`src/rtl/pipe_stage_buf.sv`:
```
// pipe_stage_buf: reusable valid/ready pipeline stage register.
// Holds one payload (SKID=0) or up to two payloads (SKID=1) between two
// pipeline stages. It reloads RST_VAL as the NOP encoding whenever the main
// entry empties. It also counts cycles in which the downstream stage was ready
// but nothing was offered.
module pipe_stage_buf #(
    parameter int unsigned       DATA_W  = 64,
    parameter int unsigned       SKID    = 1,
    parameter logic [DATA_W-1:0] RST_VAL = '0,
    parameter int unsigned       CNT_W   = 16
) (
    input  logic              cpu_clk_50M,
    input  logic              cpu_rst,
    input  logic              flush,
    input  logic              in_valid,
    output logic              in_ready,
    input  logic [DATA_W-1:0] in_data,
    output logic              out_valid,
    input  logic              out_ready,
    output logic [DATA_W-1:0] out_data,
    output logic [1:0]        occupancy,
    output logic [CNT_W-1:0]  bubble_cnt
);

    // Main entry: always the oldest payload held, drives the outputs directly.
    logic              m_v;
    logic [DATA_W-1:0] m_d;

    logic accept;
    logic issue;
    logic [CNT_W-1:0] bub_q;

    assign accept    = in_valid & in_ready;
    assign issue     = m_v & out_ready;
    assign out_valid = m_v;
    assign out_data  = m_d;
    assign bubble_cnt = bub_q;

    if (SKID != 0) begin : g_skid
        // Skid entry: catches the payload in flight when out_ready drops.
        logic              s_v;
        logic [DATA_W-1:0] s_d;
        logic              m_v_nx;
        logic              s_v_nx;
        logic [DATA_W-1:0] m_d_nx;
        logic [DATA_W-1:0] s_d_nx;

        // in_ready depends only on a register, so the upstream stage sees no
        // combinational path from out_ready.
        assign in_ready  = ~s_v;
        assign occupancy = {1'b0, m_v} + {1'b0, s_v};

        // Next-state selection for the two entries; the skid entry always holds
        // the younger payload, so ordering is preserved by shifting skid->main.
        always_comb begin
            m_v_nx = m_v;
            m_d_nx = m_d;
            s_v_nx = s_v;
            s_d_nx = s_d;
            if (!m_v) begin
                // Skid is necessarily empty here: it only fills behind a full main.
                if (accept) begin
                    m_v_nx = 1'b1;
                    m_d_nx = in_data;
                end
            end else if (issue) begin
                if (s_v) begin
                    m_d_nx = s_d;
                    if (accept) begin
                        s_d_nx = in_data;
                    end else begin
                        s_v_nx = 1'b0;
                        s_d_nx = RST_VAL;
                    end
                end else if (accept) begin
                    m_d_nx = in_data;
                end else begin
                    m_v_nx = 1'b0;
                    m_d_nx = RST_VAL;
                end
            end else if (accept) begin
                s_v_nx = 1'b1;
                s_d_nx = in_data;
            end
        end

        // Entry registers: reset and flush both discard everything held.
        always_ff @(posedge cpu_clk_50M) begin
            if (cpu_rst || flush) begin
                m_v <= 1'b0;
                m_d <= RST_VAL;
                s_v <= 1'b0;
                s_d <= RST_VAL;
            end else begin
                m_v <= m_v_nx;
                m_d <= m_d_nx;
                s_v <= s_v_nx;
                s_d <= s_d_nx;
            end
        end
    end else begin : g_single
        // Single register: refill is allowed in the same cycle the old payload
        // leaves, which keeps full throughput at the cost of a comb path.
        assign in_ready  = ~m_v | out_ready;
        assign occupancy = {1'b0, m_v};

        // Main entry register: load on accept, otherwise drain to NOP on issue.
        always_ff @(posedge cpu_clk_50M) begin
            if (cpu_rst || flush) begin
                m_v <= 1'b0;
                m_d <= RST_VAL;
            end else if (accept) begin
                m_v <= 1'b1;
                m_d <= in_data;
            end else if (issue) begin
                m_v <= 1'b0;
                m_d <= RST_VAL;
            end
        end
    end

    // Saturating bubble counter; flush does not clear it, only reset does.
    always_ff @(posedge cpu_clk_50M) begin
        if (cpu_rst) begin
            bub_q <= '0;
        end else if (out_ready && !m_v && (bub_q != '1)) begin
            bub_q <= bub_q + 1'b1;
        end
    end

endmodule

```
`config.mk`:
```
export PLATFORM = sky130hd
export DESIGN_NAME = pipe_stage_buf
export DESIGN_NICKNAME = d
export VERILOG_FILES = /design/src/rtl/pipe_stage_buf.sv
export SDC_FILE = /design/constraint.sdc
export NUM_CORES = 1
export LEC_CHECK = 0
export ABC_CLOCK_PERIOD_IN_PS = 1600
export BUFFER_PORTS_ARGS = -buffer_cell sky130_fd_sc_hd__buf_2
export CAP_MARGIN = 20
export CORE_MARGIN = 4
export CORE_UTILIZATION = 47
export CTS_CLUSTER_SIZE = 16
export DETAILED_ROUTE_END_ITERATION = 10
export PLACE_DENSITY_LB_ADDON = 0.08
export SETUP_SLACK_MARGIN = 0.3
export SLEW_MARGIN = 40
export SYNTH_ARGS = -nofsm -noshare
export SYNTH_HDL_FRONTEND = slang
export SYNTH_SLANG_ARGS = --single-unit
```
`constraint.sdc`:
```
create_clock -name cpu_clk_50M -period 1.6 [get_ports cpu_clk_50M]
set_input_delay 0.32 -clock cpu_clk_50M [delete_from_list [all_inputs] [get_ports cpu_clk_50M]]
set_output_delay 0.32 -clock cpu_clk_50M [all_outputs]
set_load 0.01 [all_outputs]
```
==> results.toml, run 1 <==
[outcome]
status = "finished, violations left"
violated_checks = "negative setup slack"

[detailed_routing]
detail_route.wl_per_cell_um = 24.0
routed_wl_mm = 23.8
first_iter_violations = 641
routed-via-count = 6350
drt-pass1-iter-count = 4
post_drt_via_cell_ratio = 6.39
drcViolationCount = 0
antenna_left = 0

[synth]
yosys-top-cells-count = "146 x dfxtp_1, 136 x nor2_1, 68 x nor3_1, 64 x a221oi_1, 64 x a22oi_1"
total_standard_cell_area_after_synthesis_um2 = 5680
commonest_register_cell_after_synthesis = "dfxtp_1"
synth_enable_flop_cells = 0
postSynthNetCount = 692
async_reset_ff_share_pct = 0
synthTopCellsByArea = "dfxtp_1 51%, a221oi_1 9.9%, nor2_1 9.0%, a22oi_1 8.5%, nor3_1 6.0%"
post-synth-top-area-cell = "dfxtp_1"
dominant_combinational_cell_family_by_area_after_synthesis = "simple AND/OR/NAND/NOR gates"
unique_cell_type_count_in_the_yosys_netlist = 48
yosysSeqAreaShare_pct = 51.5
yosysMostFrequentCell = "dfxtp_1"
synth_simple_gate_area_share_pct = 21.2
synth_top_cell_area_share_pct = 51.5
post_synthesis_sequential_element_count = 146
synth-xor-area-share_pct = 0.154
synth_adder_area_share_pct = 0.441
synthCells = 621
avgSynthCellArea_um2 = 9.15
yosysWarnings = 0
synth_area_in_compound_gates_pct = 21.0
yosys-mux-area-fraction_pct = 0.925

[pwr]
power_per_cell_area_nw_per_um2 = 940
vdd_drop_max_mv = 0.698
fin_total_pwr_w = 0.00944
power.leakage_nw = 3.92

[placed_design]
gp_congestion = 0.816
detailedPlacementHpwl_mm = 10.2
detailedPlace.worstSlack_ns = 0.0142
post-place-cells = 887
port-buffer-count = 152

[clock_tree]
cts_max_level = 4
cts_made_buffers = 17
cts_sinks = 146
cts_tree = "done"
postCtsHoldBufs = 0
clock_tree.root_cell = "clkbuf_16"
clk_latency_ns = 0.43
path_clk_slew_ns = 0.06
clock_tree.buffer_depth = 2

[floorplanning]
full_die_area_um2 = 13900
design.portCount = 153
dieHeight_um = 118
start_util_pct = 48.9
die_w_um = 118
floorplan.core_area_um2 = 11600
placement_rows = 39

[finish]
multi_input_gate_area_in_the_final_layout_um2 = 3830
sequential_cell_area_um2 = 2980
post_route_cells_drive_above_1_share_pct = 57.6
fin_nets = 908
stdcell_count = 993
area_delta_synth_final_pct = 76.9
final.fill_count = 570
finalCoreUtilization_pct = 86.5

[timing]
timing.final.hold_violations = 0
rsz0062_at_grt = "true"
fin_skew_ns = 0.00678
drv_slew = 0
post_route_setup_slack_ns = -0.0620
final.period_utilization_pct = 104
setup_viol = 6
max_slew_margin_pct = 69.1
maxClockFrequency_mhz = 602
final_min_period_ns = 1.66
tightest_slew_ns = 0.464

[setup_path]
critical_path.endpoint_type = "register"
worst_path_dominant_cell_family = "buffers and inverters"
worstPathArrival_ns = 1.97
crit_slowest_cell = "dfxtp_4"
crit_required_ns = 1.91
critical_path.cell_chain = "buf_12 -> nand4_4 -> buf_6 -> o311ai_4 -> buf_6 -> xor2_1 -> nor2_1"
worst_path_most_repeated_cell = "buf_6"
crit_buf_inv = 3
start_kind = "register"
timing.setup.critical_path_class = "register to register"
path_max_fanout = 3
worst_path_largest_cell_delay_ns = 0.36

[global_route]
global_route.usage.total_pct = 24.8
global_route_total_overflow = 0
wire_length_of_the_first_global_routing_pass_mm = 28.3
grt_antenna_before_repair = 2
grt_start_max_net_pins = 95
number_of_global_route_vias_before_repair = 5620

[job]
cap_violations = 0

[min_path]
hold_path_class = "input pin to register"
==> placed cells by master (no fill, tap or decap), types with 25 or more instances in the layout <==
cell type,Yosys,layout
a221oi_2,0,39
a221oi_4,0,25
a22oi_2,0,64
buf_2,10,141
buf_4,1,31
buf_6,1,33
clkbuf_16,0,37
dfxtp_1,146,128
nor2_1,136,135
nor3_1,68,51
==> path summary, 6_finish.rpt <==
kind / startpoint / to / slack (ns) / depth (start not counted)
max reg2reg: bubble_cnt[9] / bubble_cnt[4] / -0.06 / 7
min: in_data[10] / g_skid.s_d[10] / 0.16 / 3
min reg2reg: out_data[38] / out_data[38] / 0.49 / 2
max: bubble_cnt[9] / bubble_cnt[4] / -0.06 / 7
==> stage by stage <==
step | instance area (µm²) | hold slack, ns | TNS [ns]
2_1_floorplan | 6390 | 0.468 | 0
4_1_cts | 8360 | 0.148 | 0
5_1_grt | 10000 | 0.170 | -0.770
3_3_place_gp | 7240 | 0.479 | 0
6_report | 10000 | 0.158 | -0.189
3_5_place_dp | 7240 | 0.482 | 0
==> cell type report <==
cell class / instances / area share (%)
repair buffers: 254 / 23.8
inverters: 3 / 0.112
flip-flops and latches: 146 / 29.6
multi-input cells: 415 / 38.1
clock buffers: 23 / 5.06
well taps: 143 / 1.78
diodes: 1 / 0.0249
clock inverters: 8 / 1.47
==> report_power, final <==
| group | internal, W | switching (W) | leakage (nW) |
|---|---|---|---|
| registers | 0.00372 | 0.0000668 | 1.20 |
| clock network | 0.00285 | 0.00158 | 0.325 |
| logic | 0.000548 | 0.000680 | 2.40 |
| total | 0.00712 | 0.00232 | 3.92 |
==> logic make-up after synthesis <==
| group | Yosys count |
|---|---|
| xor+xnor | 1 |
| simple gates | 252 |
| buf+inv | 62 |
| fa+ha+maj | 2 |
| flops | 146 |
| mux | 5 |
| compound gates | 153 |
==> routing by layer <==
metal  up-vias  GRT usage (%)  routed length (µm)  part of all wire (%)
li1       2762              -                   -                     -
met1      3129           31.0                8810                    37
met2       366           41.2               12000                    51
met3        91           5.81                1950                   8.2
met4         2           10.4                1030                   4.3
met5         -              0                  13                 0.055
==> worst register-to-register path: cells and delay by family, from the launching register on <==
kind | cells | cell delay, ns
buf+inv | 3 | 0.42
flops | 1 | 0.36
compound gates | 1 | 0.34
xor+xnor | 1 | 0.22
simple gates | 2 | 0.20
==> what timing repair did <==
action                                  CTS  global route
pin swaps                                18            95
gates cloned                              3            29
endpoints found under the setup margin  158           162
hold endpoints to repair                  0             0
setup buffers                            30            12
resized for setup                        33           177
==> sequential cells by signal (all words and copies together) (netlist names) <==
name        count
out_data       64
g_skid.s_d     64
bubble_cnt     16
g_skid.s_v      1
out_valid       1
(Power assumes the default switching activity.)
==> run 2: changes to the inputs <==
==> constraint.sdc (replaced) <==
create_clock -name cpu_clk_50M -period 1.6 [get_ports cpu_clk_50M]
set_input_delay 0.08 -clock cpu_clk_50M [delete_from_list [all_inputs] [get_ports cpu_clk_50M]]
set_output_delay 0.08 -clock cpu_clk_50M [all_outputs]
set_load 0.01 [all_outputs]
==> results.toml, run 2 <==
[clock_tree]
cts_sinks = 146
clock_tree.buffer_depth = 2
clock_tree.root_cell = "clkbuf_16"
cts_max_level = 4
cts_made_buffers = 17

[outcome]
status = "aborted with a tool error"
error_message = "[ERROR DPL-0038] Utilization greater than 100%, impossible to legalize"
haltStage = "global routing"

[synth]
avgSynthCellArea_um2 = 9.15
post-synth-top-area-cell = "dfxtp_1"
synth_top_cell_area_share_pct = 51.5
synth_enable_flop_cells = 0
post_synthesis_sequential_element_count = 146
async_reset_ff_share_pct = 0
yosysSeqAreaShare_pct = 51.5
total_standard_cell_area_after_synthesis_um2 = 5680
commonest_register_cell_after_synthesis = "dfxtp_1"
yosys-top-cells-count = "146 x dfxtp_1, 136 x nor2_1, 68 x nor3_1, 64 x a221oi_1, 64 x a22oi_1"
postSynthNetCount = 692
yosysMostFrequentCell = "dfxtp_1"
synthTopCellsByArea = "dfxtp_1 51%, a221oi_1 9.9%, nor2_1 9.0%, a22oi_1 8.5%, nor3_1 6.0%"
unique_cell_type_count_in_the_yosys_netlist = 48
yosysWarnings = 0
synthCells = 621

[placed_design]
port-buffer-count = 152
postPlaceCellArea_um2 = 7210
detailedPlacementHpwl_mm = 10.2
gp_congestion = 0.790

[floorplanning]
die_w_um = 118
design.portCount = 153
start_util_pct = 48.9
dieHeight_um = 118
placement_rows = 39

[global_route]
grt_start_max_net_pins = 66

[timing]
repair-timing-grt-worst-ep = "g_skid.s_d[26]$_SDFFE_PP0P_/D"
worst_endpoint_kind = "register data pin"
==> run 2: cell counts after synthesis <==
No cell type changed its count.
==> run 2: repair_timing <==
| item | 4_1_cts |
|---|---|
| hold buffers | 64 |
| gates resized for setup | 248 |
| pin swaps | 86 |
| setup endpoints to repair | 146 |
| endpoints found under the hold margin | 91 |
| buffers inserted | 52 |
| gates cloned | 30 |
==> run 2: cell families after synthesis <==
logic type	Yosys count	share of synthesized area [%]
AND/OR/NAND/NOR	252	21.2
multiplexers	5	0.925
XOR/XNOR	1	0.154
buffers and inverters	62	4.78
flip-flops	146	51.5
AO/OA/AOI/OAI	153	21.0
adder cells (fa/ha/maj)	2	0.440
==> run 2: through the flow <==
stage	cells	setup WS, ns	hold WS, ns
CTS	1059	-0.000382	0.0195
detailed placement	884	0.00978	0.349
global placement	884	0.0478	0.337
floorplan	621	0.0441	0.228
==> run 3: changes to the inputs <==
==> config.mk (replaced) <==
export PLATFORM = sky130hd
export DESIGN_NAME = pipe_stage_buf
export DESIGN_NICKNAME = d
export VERILOG_FILES = /design/src/rtl/pipe_stage_buf.sv
export SDC_FILE = /design/constraint.sdc
export NUM_CORES = 1
export LEC_CHECK = 0
export ABC_CLOCK_PERIOD_IN_PS = 2080
export BUFFER_PORTS_ARGS = -buffer_cell sky130_fd_sc_hd__buf_2
export CAP_MARGIN = 20
export CORE_MARGIN = 4
export CORE_UTILIZATION = 40
export DETAILED_ROUTE_END_ITERATION = 10
export PLACE_DENSITY_LB_ADDON = 0.15
export SLEW_MARGIN = 40
export SYNTH_ARGS = -nofsm -noshare
export SYNTH_HDL_FRONTEND = slang
export SYNTH_SLANG_ARGS = --single-unit
==> constraint.sdc (replaced) <==
create_clock -name cpu_clk_50M -period 2.08 [get_ports cpu_clk_50M]
set_input_delay 0.104 -clock cpu_clk_50M [delete_from_list [all_inputs] [get_ports cpu_clk_50M]]
set_output_delay 0.104 -clock cpu_clk_50M [all_outputs]
set_load 0.01 [all_outputs]
==> results.toml, run 3 (synthesis results as in run 1) <==
[detailed_routing]
routed_wl_mm = 16.5
drcViolationCount = 0
detail_route.wl_per_cell_um = 16.4
routed-via-count = 5510
post_drt_via_cell_ratio = 5.49
drt-pass1-iter-count = 5
first_iter_violations = 515
antenna_left = 0

[pwr]
power.leakage_nw = 3.16
power_share_of_the_combinational_group_pct = 10.7
switchingPower_w = 0.00150
vdd_drop_max_mv = 0.532
internal_power_w = 0.00475
p_seq_share_pct = 46.7
power_per_cell_area_nw_per_um2 = 805
power.switching_fraction_pct = 24.0
power_frac_clock_pct = 42.7

[setup_path]
start_kind = "register"
cp-startpoint = "g_skid.s_v"
crit_cells = 5
timing.critical_path.to = "out_data[54]"
path_max_fanout = 26
setup.reg_to_reg.worst_slack_ns = 0.27
crit_slowest_cell = "o21ai_4"
crit_buf_inv = 1
critical_path.endpoint_type = "register"
worst_r2r_path_depth = 5
worstPathArrival_ns = 2.13
worst_path_largest_cell_delay_ns = 0.55
rr_startpoint = "g_skid.s_v"
r2r-end = "out_data[54]"
crit_required_ns = 2.40
critical_path.cell_chain = "nand2b_1 -> o21ai_4 -> buf_12 -> nor2_1 -> nor3_1"
timing.setup.critical_path_class = "register to register"
worst_path_dominant_cell_family = "simple AND/OR/NAND/NOR gates"

[global_route]
global_route.usage.total_pct = 20.2
wire_length_of_the_first_global_routing_pass_mm = 26.8
gr-max-usage-layer = "met2"
grt_util_met1_pct = 25.6
gr-usage-met3_pct = 5.10
gr-usage-met2_pct = 33.7
grt_antenna_before_repair = 0
grt_start_max_net_pins = 131
global_route_total_overflow = 0
number_of_global_route_vias_before_repair = 5356

[timing]
fin_tns_setup_ns = 0
setup_viol = 0
timing.hold.ws_ns = 0.0531
final.period_utilization_pct = 86.9
max_slew_margin_pct = 58.0
tightest_slew_ns = 0.629
final_min_period_ns = 1.81
fin_skew_ns = 0.00552
timing.final.hold_violations = 0
drv_slew = 0
rsz0062_at_grt = "false"
maxClockFrequency_mhz = 553

[outcome]
status = "finished clean"

[job]
cap_violations = 0

[finish]
post_route_cells_drive_above_1_share_pct = 25.6
finalCoreUtilization_pct = 55.9
commonest_cells_after_routing_fill_and_taps_aside = "152 x buf_2, 146 x dfxtp_1, 136 x nor2_1"
area_delta_synth_final_pct = 36.7
stdcell_count = 1003
layout_commonest_cell = "buf_2"
fin_nets = 882
antenna_cells_inserted = 0

[clock_tree]
path_clk_slew_ns = 0.06
clock_tree.root_cell = "clkbuf_16"
cts_made_buffers = 17
clock_tree.buffer_depth = 2
cts_sinks = 146
cts_max_level = 4
clk_latency_ns = 0.41
cts_tree = "done"

[placed_design]
gp_congestion = 0.776
port-buffer-count = 152
detailedPlacementHpwl_mm = 9.83
post-place-cells = 908

[floorplanning]
die_w_um = 127
full_die_area_um2 = 16200
floorplan.core_area_um2 = 13900
dieHeight_um = 127
start_util_pct = 40.9
placement_rows = 43
design.portCount = 153

[min_path]
hold_path_class = "input pin to register"
## run 3: final cells by class
class | count | area (µm²)
fill | 1276 | 6110
sequential | 146 | 2920
tap | 180 | 225
inverter | 3 | 11.3
timing repair buffer | 230 | 1580
clock buffer | 25 | 475
multi-input combinational | 413 | 2520
clock inverter | 6 | 32.5
## run 3: power groups by stage
stage	clock network, W	logic [W]	registers, W
floorplan	0	0.000292	0.00300
global placement	0	0.000564	0.00297
detailed placement	0	0.000574	0.00298
CTS	0.00274	0.000670	0.00292
global route	0.00285	0.000740	0.00292
finish	0.00267	0.000667	0.00292
## run 3: what timing repair did
action                    4_1_cts  5_1_grt
setup buffers                   0        0
hold endpoints to repair       72        0
hold buffers                   64        0
gates resized for setup         0        0
## run 3: metrics by stage
step | setup WS, ns | total power (W) | cell area (µm²)
4_1_cts | 0.266 | 0.00632 | 7770
3_3_place_gp | 0.347 | 0.00354 | 6620
3_5_place_dp | 0.289 | 0.00355 | 6620
6_report | 0.273 | 0.00625 | 7770
2_1_floorplan | 0.467 | 0.00329 | 5680
5_1_grt | 0.0667 | 0.00651 | 7770
## run 3: tightest hold or removal path, cell delays in order
cell	delay, ns
buf_2	0.12
a21oi_1	0.13
nor3b_1	0.06
## run 3: layer usage
metal / wire length [µm] / up-vias
met3: 818 / 20
met1: 7190 / 2641
li1: - / 2684
met2: 8270 / 165
met5: 0 / -
met4: 201 / 0
## run 3: worst min path at each step
stage                    end        from  cells past startpoint
6_report          g_skid.s_v    in_valid                      3
5_1_grt           g_skid.s_v    in_valid                      3
4_1_cts           g_skid.s_v    in_valid                      3
3_5_place_dp   g_skid.s_d[3]  in_data[3]                      3
3_3_place_gp   g_skid.s_d[6]  in_data[6]                      3
2_1_floorplan  g_skid.s_d[0]  in_data[0]                      2
